--- config.mk ---
export PLATFORM = sky130hd
export DESIGN_NAME = ps2_kbd_ctrl
export DESIGN_NICKNAME = d
export VERILOG_FILES = /design/src/rtl/ps2_kbd_ctrl.sv
export SDC_FILE = /design/constraint.sdc
export NUM_CORES = 1
export LEC_CHECK = 0
export ABC_AREA = 1
export CAP_MARGIN = 15
export CORE_MARGIN = 2
export CORE_UTILIZATION = 50
export CTS_BUF_LIST = sky130_fd_sc_hd__clkbuf_16
export CTS_CLUSTER_DIAMETER = 120
export DETAILED_ROUTE_END_ITERATION = 6
export GPL_TIMING_DRIVEN = 1
export PLACE_DENSITY = 0.77
export SLEW_MARGIN = 5
export SYNTH_ARGS = -nofsm -noshare
export SYNTH_HDL_FRONTEND = slang
export SYNTH_SLANG_ARGS = --single-unit
--- constraint.sdc ---
create_clock -name clk -period 2.74 [get_ports clk]
set_clock_uncertainty 0.1 [all_clocks]
set_input_delay 0.411 -clock clk [delete_from_list [all_inputs] [get_ports clk]]
set_output_delay 0.411 -clock clk [all_outputs]
set_load 0.05 [all_outputs]
--- src/rtl/ps2_kbd_ctrl.sv ---
// PS/2 keyboard byte decoder: pops receiver FIFO bytes and turns E0/F0-prefixed scan codes into key events.
// Latency: ready sampled at edge k -> nextdata_n low for one cycle -> key_valid pulse after edge k+3.
// Backpressure: en=0 holds off new pops only; a byte already popped is always decoded. Peak rate 1 byte/4 cycles.
module ps2_kbd_ctrl #(
  parameter int CNT_W = 8
) (
  input  logic             clk,
  input  logic             rst,
  input  logic             en,
  input  logic             ready,
  input  logic [7:0]       data,
  input  logic             overflow,
  input  logic             clr_err,
  output logic             nextdata_n,
  output logic             key_valid,
  output logic [7:0]       key_code,
  output logic             key_ext,
  output logic             key_break,
  output logic             key_held,
  output logic [CNT_W-1:0] key_cnt,
  output logic             err_ovf,
  output logic             err_proto
);

  typedef enum logic [1:0] {IDLE, POP, GAP, DECODE} state_t;

  localparam logic [7:0]       BYTE_EXT = 8'hE0;
  localparam logic [7:0]       BYTE_BRK = 8'hF0;
  localparam logic [CNT_W-1:0] CNT_ONE  = {{(CNT_W-1){1'b0}}, 1'b1};

  state_t     state, state_nxt;
  logic       do_pop;
  logic       do_decode;
  logic [7:0] byte_q;
  logic       ext_pend;
  logic       brk_pend;
  logic [7:0] held_code;
  logic       held_ext;
  logic       is_ext;
  logic       is_brk;
  logic       same_key;

  // The event's key matches the key we believe is currently down.
  assign is_ext   = (byte_q == BYTE_EXT);
  assign is_brk   = (byte_q == BYTE_BRK);
  assign same_key = key_held && (byte_q == held_code) && (ext_pend == held_ext);

  // State register.
  always_ff @(posedge clk) begin
    if (rst) state <= IDLE;
    else     state <= state_nxt;
  end

  // Next-state: pop when enabled and data waits, then walk POP/GAP/DECODE unconditionally.
  always_comb begin
    state_nxt = state;
    do_pop    = 1'b0;
    do_decode = 1'b0;
    case (state)
      IDLE: begin
        if (en && ready) begin
          do_pop    = 1'b1;
          state_nxt = POP;
        end
      end
      POP:    state_nxt = GAP;
      GAP:    state_nxt = DECODE;
      DECODE: begin
        do_decode = 1'b1;
        state_nxt = IDLE;
      end
      default: state_nxt = IDLE;
    endcase
  end

  // Pop strobe and byte capture; strobe is low only for the cycle after the IDLE pop decision.
  always_ff @(posedge clk) begin
    if (rst) begin
      nextdata_n <= 1'b1;
      byte_q     <= 8'h00;
    end else begin
      nextdata_n <= ~do_pop;
      if (do_pop) byte_q <= data;
    end
  end

  // Prefix tracking, event generation, held-key tracking and press counting.
  always_ff @(posedge clk) begin
    if (rst) begin
      key_valid <= 1'b0;
      key_code  <= 8'h00;
      key_ext   <= 1'b0;
      key_break <= 1'b0;
      key_held  <= 1'b0;
      key_cnt   <= '0;
      ext_pend  <= 1'b0;
      brk_pend  <= 1'b0;
      held_code <= 8'h00;
      held_ext  <= 1'b0;
    end else begin
      key_valid <= 1'b0;
      if (do_decode) begin
        if (is_ext) begin
          // E0 after F0 is out of order: drop both prefixes (error flagged below).
          if (brk_pend) begin
            ext_pend <= 1'b0;
            brk_pend <= 1'b0;
          end else begin
            ext_pend <= 1'b1;
          end
        end else if (is_brk) begin
          brk_pend <= 1'b1;
        end else begin
          key_valid <= 1'b1;
          key_code  <= byte_q;
          key_ext   <= ext_pend;
          key_break <= brk_pend;
          ext_pend  <= 1'b0;
          brk_pend  <= 1'b0;
          if (!brk_pend) begin
            // Typematic repeats of the held key are not new presses.
            if (!same_key) begin
              key_cnt   <= key_cnt + CNT_ONE;
              held_code <= byte_q;
              held_ext  <= ext_pend;
              key_held  <= 1'b1;
            end
          end else if (same_key) begin
            key_held <= 1'b0;
          end
        end
      end
    end
  end

  // Sticky error flags; a new error in the same cycle as clr_err wins.
  always_ff @(posedge clk) begin
    if (rst) begin
      err_ovf   <= 1'b0;
      err_proto <= 1'b0;
    end else begin
      if (overflow)     err_ovf <= 1'b1;
      else if (clr_err) err_ovf <= 1'b0;
      if (do_decode && brk_pend && (is_ext || is_brk)) err_proto <= 1'b1;
      else if (clr_err)                                err_proto <= 1'b0;
    end
  end

endmodule

## Word level (Yosys, flattened, before mapping)

Cells that the tools add are included.

| storage, ports and cells | value |
|---|---|
| input port bits | 14 |
| output and inout bits | 23 |
| RAM bits | 0 |
| memories | 0 |
| word-level logic and storage cells | 64 |
| bits in latches | 0 |
| flip-flop bits (word level) | 44 |
| ROM bits | 0 |

| operators by class | value |
|---|---|
| bitwise gates (word level) | 6 |
| div/mod/pow operators | 0 |
| shift operators | 0 |
| reduce and logical (&&, ||, !) cells | 14 |
| multiplexer cells | 17 |
| $lt $le $gt $ge | 0 |
| equal/unequal tests | 11 |
| multipliers | 0 |
| $add $sub $neg | 1 |

Operators by type and width:

| operator | count |
|---|---|
| 8-bit == test (second input constant) | 2 |
| 1-bit 2-to-1 mux | 15 |
| 5-bit AND reduction | 2 |
| 8-bit by 1-bit adder with 8-bit output (second input constant) | 1 |
| 8-bit == test | 1 |
| 2-bit case mux with 4 select lines | 1 |
| 2-bit != test (second input constant) | 3 |
| 1-bit inverter | 6 |
| 1-bit logical AND | 5 |
| 2-bit == test (second input constant) | 2 |
| 2-bit nonzero test | 2 |
| 3-bit AND reduction | 1 |
| 3-bit OR reduction | 1 |
| 2-bit by 1-bit == test with 1-bit output (second input constant) | 1 |
| 2-bit zero test | 1 |
| 2-bit 2-to-1 mux | 1 |
| 2-bit by 1-bit != test with 1-bit output (second input constant) | 1 |
| 2-bit AND reduction | 1 |
| 1-bit == test | 1 |
| 1-bit logical OR | 1 |

## Logic depth before layout (Yosys ltp)

Gate-level depths: netlist of run 1.

| depth | value |
|---|---|
| depth in word-level cells | 5 |
| gate-level depth with buffers | 14 |
| gate-level depth less buffers | 14 |

## Least setup slack after synthesis of run 1

Ideal clock, no wire load.

| timing path | value |
|---|---|
| path type | register to register |
| from | reg key_held |
| to | reg key_cnt[0] |
| clock period less this slack | 2091 ps |
| buffers on the path | 2 |
| slack | 649 ps |
| required time | 2512 ps |
| setup time | 128 ps |
| data arrival time | 1863 ps |
| stages on the path, launching flop included | 11 |
| cells stage by stage | dfxtp_1 > o21ai_0 > nor4_1 > nand2_1 > ha_1 > buf_2 > nand3_2 > buf_6 > nand2_1 > nand2_1 > nor2_1 |

| on the way | value |
|---|---|
| word-level cells in the longest chain between the ends | 4 |

RTL lines:

| element | line | RTL |
|---|---|---|
| start: declaration | 19 | `output logic key_held,` |
| start signal: assignment | 94 | `key_held <= 1'b0;` |
| start signal: assignment | 126 | `key_held <= 1'b1;` |
| start signal: assignment | 129 | `key_held <= 1'b0;` |
| 1-bit logical AND (2 in series) | 46 | `assign same_key = key_held && (byte_q == held_code) && (ext_pend == held_ext);` |
| 1-bit inverter (no source line) | -- |  |
| 5-bit AND reduction (no source line) | -- |  |
| end signal: assignment | 123 | `key_cnt <= key_cnt + CNT_ONE;` |
| end: declaration | 20 | `output logic [CNT_W-1:0] key_cnt,` |

No other way between the ends.
A chain may end at the register's enable or synchronous reset.

## Final worst setup path of run 1

| timing path | value |
|---|---|
| from | reg byte_q[5] |
| to | reg key_cnt[7] |

| on the way | value |
|---|---|
| word-level cells in the longest chain between the ends | 5 |
| elaborated cells between the ends (all ways) | 9 |
| classes of those cells | 3 x eq/ne; 3 x bitwise; 3 x reduce/logical |

RTL lines:

| element | line | RTL |
|---|---|---|
| start: declaration | 34 | `logic [7:0] byte_q;` |
| start signal: assignment | 83 | `if (do_pop) byte_q <= data;` |
| 8-bit == test | 46 |  |
| 1-bit logical AND (2 in series) | 46 |  |
| 1-bit inverter (no source line) | -- |  |
| 5-bit AND reduction (no source line) * | -- |  |

Every way passes the cells marked *; elsewhere a longest branch is shown, timed or not.

==> results by group, run 1 <==
Setup path
  • CP Data Arrival Time: 2.14 ns
  • Critical Path Stages: 11
  • Startpoint types: flip-flop
  • Worst path cell trace: xor2_1, nor4_1, nand2_1, ha_1, nand2_1, nor2_1, nand2_1, nor2_1, nand4_1, nand2_1, nor2_1
  • Reg2reg end: key_cnt[7]
  • Max FO, Critical Path: 11
  • Crit path buf inv count: 0
  • CP required: roughly 2.8 ns
  • CP max stage cell: dfxtp_1
  • Register-to-Register Setup Slack: between 0.6 and 0.7 ns
  • Crit-path max cell delay: between 0.4 and 0.5 ns
  • Critical path endpoint: key_cnt[7]
  • CP delay by family, top: simple AND/OR/NAND/NOR gates
  • Crit Path Class: flip-flop to flip-flop
  • Cells on worst reg2reg path: 11
  • Most frequent CP cell: nand2_1
  • CP Launch Point: byte_q[5]
  • Worst Setup End Kind: flip-flop
  • Worst r2r src: byte_q[5]

Floorplanning
  • Initial Utilization: 0.514
  • Core region area: roughly 4000 µm²
  • FP Rows: 23
  • Die area: ~4600 µm²
  • I/O Pins: 37
  • DIE WIDTH: a little under 70 µm
  • Die height: 67.9 µm

Job
  • Max_cap viols: 0

Clock network
  • Maximum clock path buffer count: 2
  • Post-CTS sizing: 0
  • CTS clk-pin slew, worst paths: 0.06 ns
  • CTS tree: built
  • CTS Sinks: 44
  • Num CTS Buffers: 5
  • CTS H-tree depth: 2
  • Cts hold-fix bufs: 0
  • Post CTS Setup Buffer Count: 0
  • Worst-skew pair later-pin latency: around 0.29 ns
  • CTS root buffer: clkbuf_16

Route
  • WL met3: 174 µm
  • Met2 WL: approximately 2100 µm
  • Total number of vias: 1,853
  • DR vias/cell: roughly 5
  • Routed Antenna Nets: 0
  • Met1 wire length: 2120 µm
  • Drt drc: 0
  • DR pass1 iterations: 4
  • Drt wl/cell: 11.6 µm
  • DRT Wirelength: between 4000 and 5000 µm
  • Iter 0 DRT Violations: a little under 200
  • DR top layer: met4

Finish
  • Layout cells sized above 1: 0.0517
  • ANT cells: 0
  • Final Non-Filler Cells: 379
  • Filler cell count: between 300 and 400
  • Area delta synth->final: 25.9%
  • Final-stage net count: between 300 and 400

Power and ir drop
  • VDD IR max: 0.000383 V
  • Switching power: 780 µW
  • Clock Power Share: 0.275
  • PwrDens: between 800 and 900 nW/µm²
  • LEAKAGE: between 1 and 1.5 nW
  • Sw frac: 0.370
  • Sequential power share: 0.392
  • Comb pwr share: 0.333
  • P_int: about 1.3 mW

GRT
  • Global-route wire length before repair: 7730 µm
  • Vias in the first global route: between 1,500 and 2,000
  • Gr usage total: 0.222
  • Initial antenna violation count: 0
  • GRT Residual Overflow: 0
  • Largest net degree at the start of global routing: 25

STA
  • Worst Tran Pin Value: about 0.64 ns
  • Setup violations, final: 0
  • Unrepaired setup endpoints after global routing: no
  • Max_slew headroom: 0.572
  • Final Hold Fails: 0
  • Setup TNS: 0 ns
  • Slew Viols, Final: 0
  • Period utilization: 0.751
  • Max Clk Rate: 0.486 GHz
  • Crit path time final: a little over 2 ns

Place
  • Dpl cells: between 300 and 400
  • PortBufs: 36
  • Placer Congestion: 0.835
  • Detailed Place HPWL: between 3000 and 4000 µm

Yosys
  • Register area share after synthesis: 0.431
  • Syn nets: between 300 and 400
  • Yosys warning count: 0
  • Share of Yosys cell area claimed by the top area cell type: 0.431
  • Cells after synthesis: a little under 300
  • Ranking of synthesized cells by area: dfxtp_1, nand2_1, nor2_1, inv_1, o21ai_0
  • Syn avg cell area: 6.95 µm²
  • Area leader, netlist: dfxtp_1
  • Synth Cell Area: roughly 2000 µm²
  • Post-synth cell types: 24
  • FF+latch count, synth: 44

Hold path
  • Hold Crit Class: flip-flop to flip-flop

Status
  • Status: finished clean
## cells in the mapped netlist, drive strengths merged
cell type  count
a211oi         1
nor2          53
nand3         13
nor4           2
nor3           1
a21oi         14
inv           40
o31ai          1
nand4         14
xor2           5
nand2         68
ha             6
clkbuf         7
o21ai         19
o22ai          1
buf            5
dfxtp         44
## state kept, by name (all words and copies together), names as in the netlist
register	flops
key_held	1
err_proto	1
ext_pend	1
held_ext	1
byte_q	8
err_ovf	1
held_code	8
nextdata_n	1
key_ext	1
key_valid	1
brk_pend	1
key_break	1
state	2
key_cnt	8
key_code	8
## layout by cell type (no fill, tap or decap)
cell,n
nand2_1,67
nor2_1,52
dfxtp_1,44
inv_1,38
clkdlybuf4s50_1,36
o21ai_0,18
nand4_1,14
a21oi_1,14
nand3_1,12
ha_1,6
xor2_1,5
clkbuf_16,5
buf_4,3
inv_2,2
nor4_1,2
clkinv_2,2
o22ai_1,1
nor2_2,1
o21ai_4,1
a211oi_1,1
nand3_2,1
o31ai_1,1
nor3_1,1
nand2_2,1
clkinv_4,1
## power groups by stage
stage	sequential, mW	clock (mW)	combinational [mW]
2_1_floorplan	0.971	0	0.381
3_3_place_gp	0.839	0	0.691
3_5_place_dp	0.840	0	0.700
4_1_cts	0.827	0.591	0.704
5_1_grt	0.840	0.616	0.800
6_report	0.826	0.579	0.701
## metrics by stage
step,util,cell area (µm²),hold WS (ns),setup slack [ns],power [mW]
floorplan,-,2040,0.370,0.649,1.35
global placement,0.611,2430,0.352,0.727,1.53
detailed placement,0.611,2430,0.360,0.724,1.54
CTS,0.647,2570,0.370,0.676,2.12
global route,0.647,2570,0.396,0.355,2.26
finish,0.647,2570,0.370,0.681,2.11
## routing by layer
metal	track usage	up-vias
met5	0	-
met4	0.0975	0
met3	0.0313	6
met2	0.350	41
met1	0.302	812
li1	-	994
## cell type report
class                           count  area [µm²]  area share
Clock buffer                        5         125      0.0487
Clock inverter                      3        18.8     0.00730
Inverter                           40         150      0.0584
Multi-Input combinational cell    198         951       0.370
Sequential cell                    44         881       0.343
Tap cell                           50        62.6      0.0243
Timing Repair Buffer               39         383       0.149
## worst register-to-register path: cells and delay by family, from the launching register on
kind	cells	cell delay, ns
flops	1	0.45
xor+xnor	1	0.18
simple gates	9	0.83
fa+ha+maj	1	0.41
## worst min-delay path by stage
stage | startpoint | end | cells after the start
final | err_proto | err_proto | 2
after global routing | err_proto | err_proto | 2
after CTS | key_break | key_break | 2
after floorplan | brk_pend | err_proto | 2
after detailed placement | key_break | key_break | 2
after global placement | key_break | key_break | 2
## kinds of logic after synthesis
logic type | synth area share
flip-flops | 0.431
AO/OA/AOI/OAI | 0.0968
buffers and inverters | 0.103
adder cells (fa/ha/maj) | 0.0368
XOR/XNOR | 0.0214
AND/OR/NAND/NOR | 0.311
Note: power is estimated with default switching activity, not from simulation.
==> run 2: changes to the inputs <==
CORE_UTILIZATION = 47   (was 50)
PLACE_DENSITY = 0.76   (was 0.77)
clock period = 1.7 ns   (was 2.74 ns; I/O delays follow)
==> results by group, run 2 (synthesis results as in run 1) <==
Finish
  • Area delta synth->final: 40.4%
  • ANT cells: 0 (unchanged)
  • Layout cells sized above 1: 0.254 (+0.202)
  • Post-Layout Inst Area: 2870 µm² (+11%)
  • Final-stage net count: 374 (+7.5%)
  • Most frequent cells in the layout: nand2_1, nor2_1, buf_4
  • Core Util, Final: 0.701 (+0.0540)
  • Most common cell after layout, fill and taps aside: nand2_1

Floorplanning
  • DIE WIDTH: 69.9 µm (+3.0%)
  • Die height: 69.9 µm (+3.0%)
  • Initial Utilization: 0.500 (-0.0145)
  • I/O Pins: 37 (unchanged)
  • Die area: 4890 µm² (+6.0%)
  • FP Rows: 23 (unchanged)
  • Core region area: 4090 µm² (+2.9%)

GRT
  • Global-route wire length before repair: 7720 µm (about the same)
  • GRT Residual Overflow: 0 (unchanged)
  • Gr usage total: 0.195 (-0.0267)
  • Vias in the first global route: 1,800 (+2.6%)
  • Largest net degree at the start of global routing: 19 (-24%)
  • Initial antenna violation count: 0 (unchanged)

STA
  • Final worst slack: -0.179 ns (-0.860 ns)
  • Final Hold Fails: 0 (unchanged)
  • Worst hold slack: 0.363 ns (-0.00693 ns)
  • Slew Viols, Final: 0 (unchanged)
  • Max Clk Rate: 0.532 GHz (+9.6%)
  • Setup violations, final: 18 (+18)
  • Max_slew headroom: 0.769 (+0.198)
  • Crit path time final: 1.88 ns (-0.180 ns)
  • Unrepaired setup endpoints after global routing: yes
  • Period utilization: 1.11 (+0.354)
  • Worst Tran Pin Value: 0.346 ns (-0.296 ns)

Clock network
  • Worst-skew pair later-pin latency: 0.28 ns (about the same)
  • CTS Sinks: 44 (unchanged)
  • Maximum clock path buffer count: 2 (unchanged)
  • CTS clk-pin slew, worst paths: 0.06 ns (about the same)
  • CTS root buffer: clkbuf_16
  • Cts hold-fix bufs: 0 (unchanged)
  • Num CTS Buffers: 5 (unchanged)
  • CTS tree: built
  • CTS H-tree depth: 2 (unchanged)

Place
  • Post-DP Area: 2600 µm² (+7.0%)
  • PortBufs: 36 (unchanged)
  • Placer Congestion: 0.870 (+4.2%)
  • Detailed Place HPWL: 3200 µm (+3.0%)

Power and ir drop
  • VDD IR max: 0.000792 V (+110%)
  • PwrDens: 1310 nW/µm² (+60%)
  • LEAKAGE: 1.32 nW (+17%)

Route
  • Total number of vias: 2,001 (+8.0%)
  • DR pass1 iterations: 4 (unchanged)
  • Drt drc: 0 (unchanged)
  • Routed Antenna Nets: 0 (unchanged)
  • Iter 0 DRT Violations: 129 (-35%)
  • Drt wl/cell: 12.0 µm (+3.8%)
  • DR vias/cell: 4.94 (+1.1%)
  • DRT Wirelength: 4880 µm (+11%)

Status
  • Failing checks: setup timing
  • Status: finished, violations left

Setup path
  • CP required: 1.77 ns (-1.05 ns)
  • Worst path cell trace: inv_2, nand2_1, nand4_1, nor4_2, nand2_1, ha_4, nand2_4, nor2_4, nand2_2, inv_2, nand3_2, nand2_1, nand2_1, nor2_1
  • CP max stage cell: dfxtp_2
  • Startpoint types: flip-flop
  • Crit Path Class: flip-flop to flip-flop
  • Max FO, Critical Path: 5 (-6)
  • Most frequent CP cell: nand2_1
  • CP Data Arrival Time: 1.95 ns (-0.19 ns)
  • Worst Setup End Kind: flip-flop
  • Crit-path max cell delay: 0.33 ns (-0.12 ns)

Hold path
  • Hold Crit Class: flip-flop to flip-flop

Job
  • Max_cap viols: 0 (unchanged)
## run 2: worst paths after layout
| check | slack (ns) | cells past startpoint | to | start |
|---|---|---|---|---|
| setup reg to reg | -0.18 | 14 | key_cnt[5] | byte_q[3] |
| setup / recovery | -0.18 | 14 | key_cnt[5] | byte_q[3] |
| hold / removal | 0.36 | 2 | key_break | key_break |
| hold reg to reg | 0.36 | 2 | key_break | key_break |
## run 2: routing by layer
| metal | global-route usage | up-vias | part of all wire |
|---|---|---|---|
| met4 | 0.0705 | 0 | 0.013 |
| li1 | - | 1048 | - |
| met3 | 0.0476 | 6 | 0.054 |
| met1 | 0.248 | 892 | 0.45 |
| met2 | 0.323 | 55 | 0.48 |
| met5 | 0 | - | 0 |
## run 2: where the power goes
group          internal (mW)  switching (mW)  total, mW
sequential              1.21           0.124       1.34
combinational          0.530           0.840       1.37
clock                  0.682           0.378       1.06
total                   2.43            1.34       3.77
## run 2: per-stage QoR
step	setup TNS, ns	instances	power [mW]	setup slack, ns
after floorplan	-0.0686	294	2.20	-0.0205
after global placement	-0.310	394	2.59	-0.0890
after detailed placement	-0.396	394	2.62	-0.111
after CTS	-0.592	403	3.72	-0.0999
after global routing	-4.07	405	3.98	-0.288
final	-1.91	405	3.77	-0.179
## run 2: timing repair
item | in CTS | in global routing
setup endpoints to repair | 16 | 28
pin swaps | 16 | 6
buffers inserted | 1 | 1
gates cloned | 0 | 1
resized for setup | 12 | 20
## run 2: final cells by class
type,count,area [µm²]
Inverter,40,153
Tap cell,50,62.6
Sequential cell,44,892
Fill cell,346,1220
Clock buffer,5,125
Clock inverter,3,37.5
Timing Repair Buffer,64,554
Multi-Input combinational cell,199,1040
## run 2: worst max-delay path: cells and delay by family, from the launching register on
| kind | cells | cell delay [ns] |
|---|---|---|
| fa+ha+maj | 1 | 0.21 |
| flops | 1 | 0.33 |
| buf+inv | 2 | 0.10 |
| simple gates | 11 | 1.02 |
